$ cat src/rtl/pc_sequencer.sv
// Program counter register, next-fetch-address selection and a circular return-address stack
// that predicts JR $ra targets for decode.
module pc_sequencer #(
  parameter int unsigned       ADDR_W     = 32,
  parameter logic [ADDR_W-1:0] RESET_PC   = '0,
  parameter logic [ADDR_W-1:0] EXC_VECTOR = ADDR_W'(32'h8000_0180),
  parameter int unsigned       RAS_DEPTH  = 4
) (
  input  logic              i_clk,
  input  logic              i_rst_n,
  input  logic              i_stall,
  input  logic              i_exception,
  input  logic [31:0]       i_instruction,
  input  logic              i_jump,
  input  logic              i_link,
  input  logic              i_jr,
  input  logic              i_jr_is_return,
  input  logic [ADDR_W-1:0] i_jr_target,
  input  logic              i_branch_taken,
  input  logic [ADDR_W-1:0] i_branch_target,
  output logic [ADDR_W-1:0] o_pc,
  output logic [ADDR_W-1:0] o_pc_plus4,
  output logic [ADDR_W-1:0] o_ras_top,
  output logic              o_ras_empty,
  output logic              o_ras_mispredict,
  output logic              o_ras_underflow
);

  localparam int unsigned      PTR_W   = $clog2(RAS_DEPTH);
  localparam int unsigned      CNT_W   = PTR_W + 1;
  localparam logic [CNT_W-1:0] CNT_MAX = CNT_W'(RAS_DEPTH);

  logic [ADDR_W-1:0] r_pc;
  logic [ADDR_W-1:0] w_pc_next;
  logic [ADDR_W-1:0] w_pc_plus4;
  logic [ADDR_W-1:0] w_jump_addr;
  logic [ADDR_W-1:0] r_ras [RAS_DEPTH];
  logic [PTR_W-1:0]  r_top;
  logic [PTR_W-1:0]  w_top_inc;
  logic [PTR_W-1:0]  w_top_dec;
  logic [CNT_W-1:0]  r_count;
  logic              r_underflow;
  logic              w_push;
  logic              w_pop;
  logic              w_empty;
  logic              w_unused;

  assign w_unused    = ^i_instruction[31:26];
  assign w_pc_plus4  = r_pc + ADDR_W'(4);
  // Pseudo-direct target keeps the region bits of the delay-slot address.
  assign w_jump_addr = {w_pc_plus4[ADDR_W-1:28], i_instruction[25:0], 2'b00};

  always_comb begin
    w_pc_next = w_pc_plus4;
    if (i_exception) begin
      w_pc_next = EXC_VECTOR;
    end else if (i_stall) begin
      w_pc_next = r_pc;
    end else if (i_jr) begin
      w_pc_next = i_jr_target;
    end else if (i_jump) begin
      w_pc_next = w_jump_addr;
    end else if (i_branch_taken) begin
      w_pc_next = i_branch_target;
    end
  end

  always_ff @(posedge i_clk or negedge i_rst_n) begin
    if (!i_rst_n) begin
      r_pc <= RESET_PC;
    end else begin
      r_pc <= w_pc_next;
    end
  end

  // jr outranks jump, so a push and a pop never coincide.
  assign w_push    = i_jump & i_link & ~i_jr & ~i_stall & ~i_exception;
  assign w_pop     = i_jr & i_jr_is_return & ~i_stall & ~i_exception;
  assign w_empty   = (r_count == '0);
  assign w_top_inc = r_top + PTR_W'(1);
  assign w_top_dec = r_top - PTR_W'(1);

  always_ff @(posedge i_clk or negedge i_rst_n) begin
    if (!i_rst_n) begin
      for (int i = 0; i < int'(RAS_DEPTH); i++) begin
        r_ras[i] <= '0;
      end
      r_top       <= '0;
      r_count     <= '0;
      r_underflow <= 1'b0;
    end else begin
      r_underflow <= w_pop & w_empty;
      if (i_exception) begin
        r_count <= '0;
      end else if (w_push) begin
        // When full this overwrites the oldest entry; count just saturates.
        r_ras[w_top_inc] <= w_pc_plus4;
        r_top            <= w_top_inc;
        if (r_count != CNT_MAX) begin
          r_count <= r_count + CNT_W'(1);
        end
      end else if (w_pop && !w_empty) begin
        r_top   <= w_top_dec;
        r_count <= r_count - CNT_W'(1);
      end
    end
  end

  assign o_pc             = r_pc;
  assign o_pc_plus4       = w_pc_plus4;
  assign o_ras_top        = r_ras[r_top];
  assign o_ras_empty      = w_empty;
  assign o_ras_mispredict = i_jr & i_jr_is_return & ~w_empty & (i_jr_target != o_ras_top);
  assign o_ras_underflow  = r_underflow;

endmodule
$ cat config.mk
export PLATFORM = sky130hd
export DESIGN_NAME = pc_sequencer
export DESIGN_NICKNAME = d
export VERILOG_FILES = /design/src/rtl/pc_sequencer.sv
export SDC_FILE = /design/constraint.sdc
export NUM_CORES = 1
export LEC_CHECK = 0
export ABC_AREA = 1
export BUFFER_PORTS_ARGS = -buffer_cell sky130_fd_sc_hd__buf_4
export CORE_UTILIZATION = 55
export DETAILED_ROUTE_END_ITERATION = 12
export GPL_TIMING_DRIVEN = 0
export PLACE_DENSITY_LB_ADDON = 0.1
export SLEW_MARGIN = 20
export SYNTH_ARGS = -nofsm -noshare
export SYNTH_HDL_FRONTEND = slang
export SYNTH_SLANG_ARGS = --single-unit
$ cat constraint.sdc
create_clock -name i_clk -period 4.7 [get_ports i_clk]
set_clock_uncertainty 0.05 [all_clocks]
set_input_delay 0.47 -clock i_clk [delete_from_list [all_inputs] [get_ports i_clk]]
set_output_delay 0.47 -clock i_clk [all_outputs]
set_load 0.02 [all_outputs]
==> results.cfg <==
[route]
via_per_inst = 5.80
dr.pass1.iters = 6
ant_nets = 0
drc_errors = 0
wl_um = 38200
wl_per_cell_um = 20.5
drt_iter0_drc = 1052
via_count = 10800

[finish]
final_nets = 1741
diodes = 0
area_growth_pct = 23.6
drive_gt1_frac = 0.200
final_common_cell = nand2_1
final_cell_mix = 537 x nand2_1, 204 x buf_4, 166 x dfrtp_1

[cts]
cts_buffer_depth = 2
path_clk_slew_ns = 0.07
insertion_delay_ns = 0.45
cts_tree = built
postCtsSetupBuffers = 0
cts_resized = 0
cts_buffers = 17
ctsHoldBuffers = 0
cts_root_buf = clkbuf_16
htree_levels = 4
cts.sinks = 166

[setup_path]
cp_slowest_stage_delay_ns = 0.56
start_kind = flop
cp_common_cell = nor2_1
r2r_cells = 8
r2r_slack_ns = 2.06
path_cells = buf_2, clkbuf_1, nand3_1, nand3_1, nand2_1, nor2_1, nand2_1, nor2_1, nand2_1, nor2_1, nor2_1, buf_4
cp.arrival_ns = 3.08
worstReg2RegEnd = o_pc[6]
required_ns = 4.18
worstPathMaxFanout = 10
slowest_stage = clkbuf_1
r2r_start = o_pc[2]
critical_path_class = flop to output pin
end_kind = output pin

[sta]
rsz0062_at_grt = no
max_slew_margin = 0.345
worst_hold_slack_ns = -0.0259
fmax_ghz = 0.277
setup_ws_ns = 1.10
drv_slew = 0
tightest_slew_ns = 0.980
fin_crit_ns = 3.60
setup_viol = 0
period_share = 0.767
final.setup.tns_ns = 0
final_hold_viol_count = 10

[yosys]
ys_ff_latch = 166
yosysUniqueCellTypes = 46
synthCells = 1415
yosysSeqAreaShare = 0.419
yosys_warnings = 0
synth_area_um2 = 9920
synth.avg_cell_area_um2 = 7.01
syn_nets = 1526

[flow_run]
drv_cap = 0

[place]
gp_congestion = 0.995
dp_slack_ns = 1.70
port_buffers = 195
post-dp-hpwl_um = 28600

[die]
start_util = 0.567
die_w_um = 136
rows = 48
die_height_um = 136
core_um2 = 17500
die_area_um2 = 18600
ios = 204

[global_route]
grt_pass1_wl_um = 56200
grt_max_degree = 91
grt_pass1_vias = 9869
antenna_found_initial = 1
grt_usage = 0.423
grt.overflow.total = 0

[power]
ir_worst_vdd_mv = 0.437
power_leakage_nw = 6.44
design_power_total_mw = 6.25
powerDensity_nw_per_um2 = 510

[outcome]
status = complete, but fails checks
violations = hold timing

[worst_hold_path]
hold_path.class = input port to asynchronous set/reset pin
## metal layers
| layer | global-route usage | part of all wire | up-vias |
|---|---|---|---|
| li1 | - | - | 4959 |
| met1 | 0.570 | 0.39 | 5028 |
| met2 | 0.620 | 0.44 | 743 |
| met3 | 0.138 | 0.14 | 98 |
| met4 | 0.183 | 0.036 | 0 |
| met5 | 0 | 0 | - |
## sequential cells by signal, indices dropped and copies added, names as in the netlist
name,cells
r_ras,128
o_pc,32
r_count,3
o_ras_underflow,1
r_top,2
## cell type report
class	count	area (um^2)
well taps	225	282
multi-input cells	1061	4980
inverters	124	467
plain buffers	64	318
clock inverters	14	134
flip-flops and latches	166	4150
clock buffers	18	429
repair buffers	196	1500
fillers	1491	5220
## cells by family (layout without fill, tap and decap cells)
logic type,count (synthesis),count (layout),share of synthesized area
multiplexers,1,1,0.00114
adder cells (fa/ha/maj),6,6,0.00833
XOR/XNOR,15,15,0.0174
flip-flops,166,166,0.419
AO/OA/AOI/OAI,183,183,0.106
buffers and inverters,188,416,0.0791
AND/OR/NAND/NOR,856,856,0.369
## Yosys cell counts, drive strengths merged
library cell	number	share of area
nor3b	1	0.00076
o221a	2	0.0023
o32ai	2	0.0018
o22ai	2	0.0013
xor2	14	0.015
a221oi	3	0.0027
clkbuf	21	0.0079
clkinv	2	0.00088
inv	122	0.046
xnor2	1	0.0028
nor3	6	0.0035
o21bai	2	0.0015
a21oi	14	0.0071
a211oi	2	0.0015
fa	1	0.0020
nand3	118	0.063
dfrtp	166	0.42
a31oi	54	0.034
ha	5	0.0063
mux2	1	0.0011
buf	43	0.024
a22oi	2	0.0015
nand4	6	0.0038
o21ai	92	0.047
and2	2	0.0013
or2	5	0.0032
nand2	555	0.22
nand3b	16	0.014
o211ai	8	0.0061
nor2	147	0.064
## metrics by stage
step,instances,util,instance area (um^2)
floorplan,1415,-,9920
global placement,1835,0.667,11700
finish,1868,0.701,12300
detailed placement,1836,0.669,11700
CTS,1868,0.701,12300
global route,1868,0.701,12300
## worst max-delay path: cells and delay by family (launching register included)
| kind | cells | cell delay (ns) |
|---|---|---|
| and+or+nand+nor | 9 | 1.34 |
| buffers and inverters | 3 | 0.94 |
| DFF | 1 | 0.37 |
## power breakdown
group | switching [mW] | total (mW) | leakage [nW] | internal, mW
Sequential | 0.241 | 2.04 | 2.19 | 1.80
Combinational | 1.85 | 2.84 | 3.98 | 0.983
Clock | 0.672 | 1.37 | 0.268 | 0.702
Total | 2.77 | 6.25 | 6.44 | 3.48
## how the worst max path moves through the flow
| stage | end | startpoint | depth (start not counted) |
|---|---|---|---|
| global placement | o_ras_mispredict | r_top[1] | 12 |
| CTS | o_ras_mispredict | r_top[1] | 12 |
| detailed placement | o_ras_mispredict | r_top[1] | 12 |
| global route | o_ras_mispredict | r_top[1] | 12 |
| finish | o_ras_mispredict | r_top[1] | 12 |
| floorplan | o_pc_plus4[18] | o_pc[2] | 7 |
(Power assumes the default switching activity.)
